File: config.mk
export PLATFORM = sky130hd
export DESIGN_NAME = cpu_mc
export DESIGN_NICKNAME = d
export VERILOG_FILES = /design/src/rtl/cpu_mc.sv
export SDC_FILE = /design/constraint.sdc
export NUM_CORES = 1
export LEC_CHECK = 0
export CAP_MARGIN = 20
export CORE_MARGIN = 4
export CORE_UTILIZATION = 55
export DETAILED_ROUTE_END_ITERATION = 8
export PLACE_DENSITY = 0.86
export SLEW_MARGIN = 10
export SYNTH_ARGS = -nofsm -noshare
export SYNTH_HDL_FRONTEND = slang
export SYNTH_SLANG_ARGS = --single-unit
File: constraint.sdc
create_clock -name clk_i -period 4.6 [get_ports clk_i]
set_input_delay 0.92 -clock clk_i [delete_from_list [all_inputs] [get_ports clk_i]]
set_output_delay 0.92 -clock clk_i [all_outputs]
set_load 0.02 [all_outputs]
File: src/rtl/cpu_mc.sv
// rtl/cpu_mc.sv - multicycle accumulator CPU core with req/ack memory port
//
// Ports:
//   clk_i         clock, rising edge
//   rst_ni        asynchronous active-low reset
//   mem_req_o     memory access request (forced low while rst_ni=0)
//   mem_we_o      1 = write, 0 = read; valid while mem_req_o=1
//   mem_addr_o    access address (PC on fetch, operand on execute)
//   mem_wdata_o   write data (accumulator)
//   mem_rdata_i   read data, sampled only in an ack cycle
//   mem_ack_i     access complete, ignored while mem_req_o=0
//   pc_o/ac_o/ir_o/z_o/c_o  architectural state
//   retire_o      one-cycle pulse after an instruction completes
//   halt_o        core halted
module cpu_mc #(
  parameter int DW       = 8,
  parameter int AW       = 5,
  parameter int RESET_PC = 0
) (
  input  logic          clk_i,
  input  logic          rst_ni,
  output logic          mem_req_o,
  output logic          mem_we_o,
  output logic [AW-1:0] mem_addr_o,
  output logic [DW-1:0] mem_wdata_o,
  input  logic [DW-1:0] mem_rdata_i,
  input  logic          mem_ack_i,
  output logic [AW-1:0] pc_o,
  output logic [DW-1:0] ac_o,
  output logic [DW-1:0] ir_o,
  output logic          z_o,
  output logic          c_o,
  output logic          retire_o,
  output logic          halt_o
);

  typedef enum logic [1:0] {S_FETCH, S_DECODE, S_EXEC, S_HALT} state_e;

  localparam logic [2:0] OP_LDA = 3'd0;
  localparam logic [2:0] OP_STA = 3'd1;
  localparam logic [2:0] OP_ADD = 3'd2;
  localparam logic [2:0] OP_SUB = 3'd3;
  localparam logic [2:0] OP_JZ  = 3'd4;
  localparam logic [2:0] OP_JC  = 3'd5;
  localparam logic [2:0] OP_JMP = 3'd6;
  localparam logic [2:0] OP_HLT = 3'd7;

  state_e        state_q, state_d;
  logic [AW-1:0] pc_q, pc_d;
  logic [DW-1:0] ac_q, ac_d;
  logic [DW-1:0] ir_q, ir_d;
  logic          z_q, z_d;
  logic          c_q, c_d;
  logic          retire_q, retire_d;

  logic          req_c;
  logic          we_c;
  logic [AW-1:0] addr_c;
  logic [2:0]    opcode;
  logic [AW-1:0] operand;
  logic [DW:0]   sum;
  logic [DW:0]   diff;
  logic          take;

  assign opcode  = ir_q[DW-1:DW-3];
  assign operand = ir_q[AW-1:0];

  // One extra bit carries out of the add and holds the borrow of the subtract.
  assign sum  = {1'b0, ac_q} + {1'b0, mem_rdata_i};
  assign diff = {1'b0, ac_q} - {1'b0, mem_rdata_i};

  assign take = (opcode == OP_JMP) ||
                ((opcode == OP_JZ) && z_q) ||
                ((opcode == OP_JC) && c_q);

  always_comb begin
    state_d  = state_q;
    pc_d     = pc_q;
    ac_d     = ac_q;
    ir_d     = ir_q;
    z_d      = z_q;
    c_d      = c_q;
    retire_d = 1'b0;
    req_c    = 1'b0;
    we_c     = 1'b0;
    addr_c   = pc_q;
    case (state_q)
      S_FETCH: begin
        req_c = 1'b1;
        if (mem_ack_i) begin
          ir_d    = mem_rdata_i;
          pc_d    = pc_q + AW'(1);
          state_d = S_DECODE;
        end
      end
      S_DECODE: begin
        case (opcode)
          OP_JZ, OP_JC, OP_JMP: begin
            if (take) pc_d = operand;
            retire_d = 1'b1;
            state_d  = S_FETCH;
          end
          OP_HLT: begin
            retire_d = 1'b1;
            state_d  = S_HALT;
          end
          default: state_d = S_EXEC;
        endcase
      end
      S_EXEC: begin
        req_c  = 1'b1;
        addr_c = operand;
        we_c   = (opcode == OP_STA);
        if (mem_ack_i) begin
          retire_d = 1'b1;
          state_d  = S_FETCH;
          case (opcode)
            OP_LDA: begin
              ac_d = mem_rdata_i;
              z_d  = (mem_rdata_i == '0);
            end
            OP_ADD: begin
              ac_d = sum[DW-1:0];
              c_d  = sum[DW];
              z_d  = (sum[DW-1:0] == '0);
            end
            OP_SUB: begin
              ac_d = diff[DW-1:0];
              c_d  = diff[DW];
              z_d  = (diff[DW-1:0] == '0);
            end
            default: ;
          endcase
        end
      end
      default: ;
    endcase
  end

  always_ff @(posedge clk_i or negedge rst_ni) begin
    if (!rst_ni) begin
      state_q  <= S_FETCH;
      pc_q     <= AW'(RESET_PC);
      ac_q     <= '0;
      ir_q     <= '0;
      z_q      <= 1'b0;
      c_q      <= 1'b0;
      retire_q <= 1'b0;
    end else begin
      state_q  <= state_d;
      pc_q     <= pc_d;
      ac_q     <= ac_d;
      ir_q     <= ir_d;
      z_q      <= z_d;
      c_q      <= c_d;
      retire_q <= retire_d;
    end
  end

  // Reset state is FETCH, which requests; gating with rst_ni keeps the
  // request low for the whole reset without waiting for a clock edge.
  assign mem_req_o   = req_c & rst_ni;
  assign mem_we_o    = we_c & rst_ni;
  assign mem_addr_o  = addr_c;
  assign mem_wdata_o = ac_q;

  assign pc_o     = pc_q;
  assign ac_o     = ac_q;
  assign ir_o     = ir_q;
  assign z_o      = z_q;
  assign c_o      = c_q;
  assign retire_o = retire_q;
  assign halt_o   = (state_q == S_HALT);

endmodule

==> flow_summary.yaml, run 1 <==
run_status:
  status: "finished, final reports clean"
floorplan:
  core_region_area_um2: 4000
  die_area_um2: 5201
  start_util_pct: 56.52
  io_pins: 51
  rows: 23
  die_w_um: 72.12
  die_h_um: 72.12
timing:
  fmax_mhz: 291.9
  worst_pin_slew_ns: 0.4900
  grt_setup_unrepaired: "no"
  setup_slack_ns: 1.174
  setup_viol: 0
  finClkSkew_ns: 0.002205
  hold_viol_final: 0
  min_period_over_period_pct: 74.47
  maxSlewHeadroom_pct: 66.49
  min_period_ns: 3.426
  fin_tns_setup_ns: 0
  slew_viol_final: 0
global_routing:
  antenna_found_initial: 0
  globalRouteOverflowTotal: 0
  grt_use_total_pct: 22.26
  grt_pass1_vias: 2004
  grt_max_degree: 20
  grt_pass1_wl_um: 9342
synthesis:
  synth_edf_count: 0
  synth_top_area_share_pct: 28.78
  synth_top_family_by_area: "compound AO/OA/AOI/OAI gates"
  synth.area.top_cells: "dfrtp_1 29%, ha_1 12%, a21oi_1 4.4%"
  syn_area_um2: 2261
  synth_xor_area_share_pct: 3.099
  ys_seq_area_share_pct: 28.78
  synth_simple_gate_area_share_pct: 20.14
  synth_compound_area_share_pct: 21.42
  postSynthAreaPerCell_um2: 8.374
  ys_types: 54
  synth-async-reset-ratio_pct: 100.0
  synthAdderAreaFrac_pct: 13.39
  synth_flop_cell: "dfrtp_1"
  synth-seq-cells: 26
  synthMuxAreaShare_pct: 4.372
  synth.net_count: 304
  synthCells: 270
  yosysTopAreaCell: "dfrtp_1"
  yosys_warnings: 0
cts:
  clk_path_buf_depth: 2
  cts.sinks: 26
  htree_levels: 1
  hold_buffers: 0
  clkTransAtPathRegs_ns: 0.09
  clock_tree.root_cell: "clkbuf_8"
  clk_latency_ns: 0.27
  tritoncts: "yes"
  cts_resized: 0
  numCtsBuffers: 3
  post_cts_buffers: 0
route:
  wl_um: 5458
  drc: 0
  initialDrtViolationCount: 163
  num_vias: 2088
  ant_nets: 0
  first_pass_iters: 4
  viasPerCell: 5.882
  wl_per_cell_um: 15.37
power_and_ir_drop:
  p_per_area_nw_per_um2: 773.5
  p_seq_share_pct: 23.4
  switching_power_w: 0.001046
  power_switching_share_pct: 48.80
  peakVddDrop_mv: 0.3060
  leakagePower_nw: 1.178
  cell_internal_pwr_w: 0.001097
  power_frac_clock_pct: 7.0
  p_comb_share_pct: 69.6
critical_path:
  path_cells: "clkdlybuf4s50_1, nand3_1, nor2_1, clkdlybuf4s50_1"
  crit_path_end: "mem_we_o"
  critPathMaxFanout: 10
  r2r_end: "z_o"
  critPathRequiredTime_ns: 3.68
  path_common_cell: "clkdlybuf4s50_1"
  rr_worst_depth: 7
  cp.arrival_ns: 2.51
  startpoint_type: "primary input"
  reg2reg_slack_ns: 2.26
  critPathSlowestCell: "clkdlybuf4s50_1"
  worst-setup-path-type: "primary input to output pin"
  critPathLaunch: "rst_ni"
  r2r_start: "ac_o[4]"
  endpoint_kind: "output pin"
  cpPeakStageDelay_ns: 0.74
worst_hold_path:
  hold_path.class: "register to register"
final_layout:
  final_nets: 340
  fill_cells: 339
  diodes: 0
  area_delta_synth_final_pct: 22.52
  fin_area_um2: 2770
  drive_gt1_share_pct: 5.902
place:
  io_buffers: 50
  place_area_um2: 2715
  post-place-ws_ns: 1.141
  dpl.hpwl_um: 4280
  gp_congestion: 0.9059
flow_run:
  maxCapViolCount: 0
-- routing by layer --
metal	vias up	global-route usage [%]	part of all wire, %
met4	0	6.889	2.0
met2	80	37.82	48
met3	8	2.770	5.9
met5	-	0	0
li1	1026	-	-
met1	974	29.53	44
-- cell usage in the layout, fill, tap and decap left out, types with 4 or more instances in the layout --
| cell type | instances |
|---|---|
| clkdlybuf4s50_1 | 50 |
| dfrtp_1 | 26 |
| nor2_1 | 25 |
| ha_1 | 21 |
| a21oi_1 | 20 |
| inv_1 | 19 |
| nand2_1 | 17 |
| o21ai_0 | 15 |
| o22ai_1 | 9 |
| nand3_1 | 8 |
| mux2_2 | 7 |
| nand2b_1 | 6 |
| nor2b_1 | 5 |
| xor2_1 | 5 |
| nor3_1 | 5 |
| o21a_1 | 4 |
| and3_1 | 4 |
| clkbuf_8 | 4 |
-- kinds of logic (layout without fill, tap and decap cells) --
family | after synthesis | count (layout)
buffers and inverters | 41 | 76
and+or+nand+nor | 88 | 88
adders and majority gates | 23 | 23
muxes | 9 | 9
xor gates and xnor gates | 8 | 8
AOI/OAI and AO/OA | 75 | 75
DFF | 26 | 26
-- layout make-up --
type	count	area, um^2	area share, %
Sequential cell	26	650.6	23.49
Timing Repair Buffer	52	515.5	18.61
Multi-Input combinational cell	203	1411	50.95
Inverter	20	75.07	2.710
Tap cell	50	62.56	2.258
Clock buffer	4	55.05	1.987
-- worst max-delay path, delay by kind of cell --
kind                   cells  cell delay (ns)
AND/OR/NAND/NOR            2             0.24
buffers and inverters      2             1.34
-- through the flow --
step / total power [W] / utilization [%] / hold WS [ns] / std cells
floorplan: 0.001513 / - / 0.5334 / 270
detailed placement: 0.001985 / 67.88 / 0.5308 / 351
global placement: 0.001947 / 67.88 / 0.5203 / 351
finish: 0.002143 / 69.25 / 0.5462 / 355
CTS: 0.002139 / 69.25 / 0.5504 / 355
global route: 0.002312 / 69.25 / 0.5788 / 355
-- cells in the mapped netlist, types with 2 or more instances --
cell,number
and3_1,4
clkbuf_1,6
o31ai_1,3
nor2b_1,5
nand2b_1,6
a31oi_1,2
dfrtp_1,26
buf_4,8
o21a_1,4
xor2_1,5
o311ai_1,2
nor4_1,2
xnor2_1,3
o21ai_0,15
nand2_1,17
mux2_2,7
inv_1,19
fa_1,2
nor2_1,25
nor3b_1,2
or2_1,3
buf_2,6
a211oi_1,2
mux2i_1,2
o221ai_1,2
nand3b_1,2
ha_1,21
nor3_1,5
nand4_1,3
o22ai_1,9
a21oi_1,20
o22a_1,3
nand3_1,8
-- flip-flops by register name, summed over array words and instances (netlist names) --
| signal | cells |
|---|---|
| ac_o | 8 |
| c_o | 1 |
| ir_o | 8 |
| pc_o | 5 |
| retire_o | 1 |
| state_q | 2 |
| z_o | 1 |
-- worst min-delay path by stage --
| stage | from | end | slack [ns] | depth (start not counted) |
|---|---|---|---|---|
| floorplan | state_q[1] | state_q[0] | 0.53 | 2 |
| global placement | ir_o[4] | ir_o[4] | 0.52 | 2 |
| detailed placement | ir_o[4] | ir_o[4] | 0.53 | 2 |
| CTS | ir_o[4] | ir_o[4] | 0.55 | 2 |
| global route | ir_o[4] | ir_o[4] | 0.58 | 2 |
| finish | ir_o[4] | ir_o[4] | 0.55 | 2 |
-- power by group through the flow --
stage / registers [W] / clock network, W / logic, W
final: 0.000502 / 0.000149 / 0.00149
after floorplan: 0.000574 / 0 / 0.000939
after global placement: 0.000500 / 0 / 0.00145
after global routing: 0.000530 / 0.000158 / 0.00162
after CTS: 0.000502 / 0.000148 / 0.00149
after detailed placement: 0.000503 / 0 / 0.00148
Note: power is estimated with default switching activity, not from simulation.
==> run 2: changes to the inputs <==
- CORE_UTILIZATION: 55 -> 51
- PLACE_DENSITY: 0.86 -> 0.81
- clock period: 4.6 -> 3.5 ns (I/O delays scaled with it)
==> run 2 against run 1 <==
  * Count of clock-buffer cells in the layout fell by 1
  * Highest routed layer unchanged
  * Clock skew rose by 0.0036 ns
  * Critical path depth rose by 6
  * Power rose by 34%
  * Combinational power rose by 32%
  * Critical path type is now primary input to register
  * Non-clock buffer count rose by 1
  * Via count fell by 0.81%
  * Global-route usage fell by 0.83 points
  * Register-to-register slack got worse by 1.0 ns
  * Setup slack got worse by 0.50 ns
==> flow_summary.yaml, run 2 (synthesis results as in run 1) <==
worst_hold_path:
  min_from: "ir_o[3]"
  min_to: "ir_o[3]"
  hold_path.class: "register to register"
  min_path_cells: 2
route:
  drc: 0
  first_pass_iters: 4
  num_vias: 2071
  initialDrtViolationCount: 99
  ant_nets: 0
  viasPerCell: 5.817
  wl_per_cell_um: 15.79
  wl_um: 5620
global_routing:
  grt_pass1_vias: 2049
  grt_max_degree: 18
  globalRouteOverflowTotal: 0
  grt_pass1_wl_um: 9459
  grt_use_total_pct: 21.44
  antenna_found_initial: 0
timing:
  fmax_mhz: 353.6
  hold_ws_ns: 0.5613
  worst_pin_slew_ns: 0.4854
  grt_setup_unrepaired: "no"
  slew_viol_final: 0
  min_period_ns: 2.828
  min_period_over_period_pct: 80.80
  setup_viol: 0
  hold_viol_final: 0
  finClkSkew_ns: 0.005814
  maxSlewHeadroom_pct: 67.56
  fin_tns_setup_ns: 0
cts:
  numCtsBuffers: 3
  cts.sinks: 26
  tritoncts: "yes"
  clkTransAtPathRegs_ns: 0.09
  hold_buffers: 0
  cts_resized: 0
  clock_tree.root_cell: "clkbuf_8"
  clk_latency_ns: 0.27
  htree_levels: 1
  post_cts_buffers: 0
  clk_path_buf_depth: 2
final_layout:
  final_cell_mix: "50 x clkdlybuf4s50_1, 26 x dfrtp_1, 25 x nor2_1"
  area_delta_synth_final_pct: 23.58
  drive_gt1_share_pct: 6.209
  layout_commonest_cell: "clkdlybuf4s50_1"
  final-instance-count-excl-fill: 356
  diodes: 0
  final_util_pct: 67.42
  final_nets: 341
  fin_area_um2: 2794
floorplan:
  core_region_area_um2: 4144
  io_pins: 51
  die_area_um2: 5562
  die_h_um: 74.58
  die_w_um: 74.58
  rows: 23
  start_util_pct: 54.56
critical_path:
  critPathLaunch: "mem_rdata_i[0]"
  cp.arrival_ns: 2.99
  r2r_end: "ac_o[3]"
  cpPeakStageDelay_ns: 0.59
  critPathSlowestCell: "clkdlybuf4s50_1"
  reg2reg_slack_ns: 1.24
  critPathMaxFanout: 5
  critPathRequiredTime_ns: 3.66
  endpoint_kind: "register"
  path_cells: "clkdlybuf4s50_1, ha_1, inv_1, fa_1, nor2_1, o311a_1, mux2i_1, nand3b_1, a41oi_1, a31oi_1"
  r2r_start: "state_q[0]"
  startpoint_type: "primary input"
  worst-setup-path-type: "primary input to register"
  rr_worst_depth: 9
flow_run:
  maxCapViolCount: 0
power_and_ir_drop:
  peakVddDrop_mv: 0.3949
  leakagePower_nw: 1.189
  p_per_area_nw_per_um2: 1027
place:
  io_buffers: 50
  place_area_um2: 2723
  gp_congestion: 0.9523
  dpl.hpwl_um: 4574
  placedCellCount: 352
run_status:
  status: "finished, final reports clean"
-- run 2: worst max-delay path: cells and delay by family --
family / cells / cell delay [ns]
mux: 1 / 0.20
buf+inv: 2 / 0.65
compound gates: 3 / 0.52
simple gates: 2 / 0.29
fa+ha+maj: 2 / 0.62
-- run 2: worst max path at each step --
stage / to
after global routing: z_o
after floorplan: ac_o[7]
after global placement: ac_o[7]
after detailed placement: z_o
final: z_o
after CTS: mem_addr_o[0]
-- run 2: area by class of cell --
cell class	instances	area [um^2]
repair buffers	53	523.0
fillers	370	1350
flip-flops and latches	26	650.6
multi-input cells	203	1411
clock inverters	1	30.03
well taps	50	62.56
clock buffers	3	41.29
inverters	20	75.07
-- run 2: routing by layer --
layer  vias up  global-route usage, %  routed length (um)
met4         0                  4.743                  78
met5         -                      0                   0
met2        58                  36.88                2698
met3        10                  2.162                 279
met1       977                  29.11                2564
li1       1026                      -                   -
-- run 2: power by group --
| part | total (W) | leakage (nW) | internal, W | switching [W] |
|---|---|---|---|---|
| sequential | 0.000660 | 0.317 | 0.000443 | 0.000216 |
| combinational | 0.00196 | 0.837 | 0.000901 | 0.00106 |
| clock | 0.000251 | 0.0357 | 0.000153 | 0.0000983 |
-- run 2: per-stage QoR --
stage	setup WS (ns)	power, W
4_1_cts	0.6592	0.002879
5_1_grt	0.4861	0.003110
6_report	0.6718	0.002870
3_5_place_dp	0.3940	0.002624
2_1_floorplan	1.153	0.001988
3_3_place_gp	0.4399	0.002571
==> run 3: changes to the inputs <==
- CORE_UTILIZATION: 51 -> 46
- PLACE_DENSITY: 0.81 -> 0.77
- clock period: 3.5 -> 2.4 ns (I/O delays scaled with it)
==> run 3 against run 2 <==
  * Final area increased by 18%
  * First-iteration DRC count is 73% higher
  * Register-to-register slack got worse by 1.0 ns
  * Sequential power is 38% higher
  * Critical path type unchanged
  * Clock skew shrank 0.0043 ns
  * Sequential share of layout area decreased by 3.6 points
==> flow_summary.yaml, run 3 (synthesis results as in run 1) <==
run_status:
  status: "finished, final reports clean"
critical_path:
  critPathRequiredTime_ns: 2.55
  rr_worst_depth: 9
  cp.arrival_ns: 2.47
  startpoint_type: "primary input"
  path_cells: "clkdlybuf4s50_1, inv_2, fa_2, nor2_2, o311a_1, mux2i_1, nand3b_1, a41oi_1, a31oi_1"
  critPathMaxFanout: 4
  crit_cells: 9
  endpoint_kind: "register"
  critPathSlowestCell: "clkdlybuf4s50_1"
  worst-setup-path-type: "primary input to register"
  cp_num_buf_inv: 2
  cpPeakStageDelay_ns: 0.49
  cp_top_family: "buffers and inverters"
worst_hold_path:
  hold_path.class: "register to register"
  min_path_cells: 2
global_routing:
  grt_max_degree: 17
  grt_pass1_vias: 2282
  grt_pass1_wl_um: 10440
  antenna_found_initial: 0
  grt_use_total_pct: 20.67
  globalRouteOverflowTotal: 0
timing:
  worst_pin_slew_ns: 0.3379
  finClkSkew_ns: 0.001561
  fmax_mhz: 431.1
  fin_tns_setup_ns: 0
  maxSlewHeadroom_pct: 77.12
  min_period_ns: 2.320
  setup_viol: 0
  hold_viol_final: 0
  slew_viol_final: 0
  grt_setup_unrepaired: "no"
  min_period_over_period_pct: 96.66
power_and_ir_drop:
  p_comb_share_pct: 74.9
  p_per_area_nw_per_um2: 1429
  power_frac_clock_pct: 5.9
  switching_power_w: 0.002196
  peakVddDrop_mv: 0.5529
  cell_internal_pwr_w: 0.002533
  p_seq_share_pct: 19.2
  power.total_w: 0.004729
  leakagePower_nw: 1.524
  power_switching_share_pct: 46.44
cts:
  tritoncts: "yes"
  clk_path_buf_depth: 2
  clock_tree.root_cell: "clkbuf_8"
  post_cts_buffers: 0
  clkTransAtPathRegs_ns: 0.09
  clk_latency_ns: 0.26
  numCtsBuffers: 3
  cts.sinks: 26
  hold_buffers: 0
  htree_levels: 1
floorplan:
  die_w_um: 78.11
  start_util_pct: 47.55
  core_region_area_um2: 4755
  io_pins: 51
  die_h_um: 78.11
  rows: 25
  die_area_um2: 6100
flow_run:
  maxCapViolCount: 0
final_layout:
  drive_gt1_share_pct: 24.16
  final_util_pct: 69.61
  final_nets: 391
  area_delta_synth_final_pct: 46.38
  fill_cells: 391
  diodes: 0
  layout_commonest_cell: "buf_4"
  final_cell_mix: "53 x buf_4, 42 x clkdlybuf4s50_1, 26 x dfrtp_1"
route:
  wl_um: 6403
  first_pass_iters: 4
  ant_nets: 0
  wl_per_cell_um: 15.14
  viasPerCell: 5.506
  initialDrtViolationCount: 171
  num_vias: 2329
  drc: 0
place:
  io_buffers: 50
  dpl.hpwl_um: 5151
  gp_congestion: 0.8866
run 3: cell types whose count changed in the layout (fill, tap and decap cells not counted), sizes merged:
cell           previous run  this run
buf                       3        53
clkdlybuf4s50            50        42
dlymetal6s2s              0         7
bufinv                    1         0
clkbuf                    3         4
dlygate4sd2               0         1
run 3: cell type report:
| cell class | instances | area (um^2) | area share (%) |
|---|---|---|---|
| tap | 67 | 83.83 | 2.533 |
| sequential | 26 | 650.6 | 19.66 |
| multi-input combinational | 203 | 1530 | 46.24 |
| inverter | 20 | 75.07 | 2.268 |
| clock buffer | 4 | 55.05 | 1.664 |
| timing repair buffer | 103 | 914.6 | 27.64 |
run 3: final timing paths:
| check | from | end | slack, ns |
|---|---|---|---|
| max in group asynchronous | rst_ni | ac_o[2] | 1.55 |
| hold / removal | ir_o[3] | ir_o[3] | 0.56 |
| hold reg to reg | ir_o[3] | ir_o[3] | 0.56 |
| setup reg to reg | ac_o[0] | z_o | 0.20 |
| min in group asynchronous | rst_ni | retire_o | 0.60 |
| setup / recovery | mem_rdata_i[1] | z_o | 0.08 |
run 3: layer usage:
| metal | global-route usage, % | vias up | routed length [um] |
|---|---|---|---|
| met5 | 0 | - | 0 |
| met4 | 5.420 | 0 | 142 |
| met3 | 1.606 | 14 | 316 |
| met2 | 37.07 | 77 | 3193 |
| met1 | 26.76 | 1108 | 2751 |
| li1 | - | 1130 | - |
run 3: power by group through the flow:
stage	clock network, W	registers [W]	logic, W
floorplan	0	0.00110	0.00180
global placement	0	0.000889	0.00328
detailed placement	0	0.000905	0.00335
CTS	0.000281	0.000898	0.00338
global route	0.000301	0.000956	0.00383
finish	0.000278	0.000909	0.00354
run 3: repair_timing:
action	4_1_cts	5_1_grt
gates resized for setup	5	23
cloned	0	0
pin swaps	0	7
setup endpoints to repair	11	13
run 3: tightest hold or removal path: stages (launching register included):
cell     delay, ns
dfrtp_1       0.41
nand2_1       0.06
o21ai_0       0.06
run 3: metrics by stage:
step	hold slack (ns)	setup slack (ns)	instances	area (um^2)
CTS	0.5604	-0.004007	423	3187
floorplan	0.1844	0.2730	270	2261
global placement	0.5135	-0.3444	419	3119
global route	0.5974	0.003636	423	3309
finish	0.5590	0.08011	423	3309
detailed placement	0.5303	-0.4158	419	3119
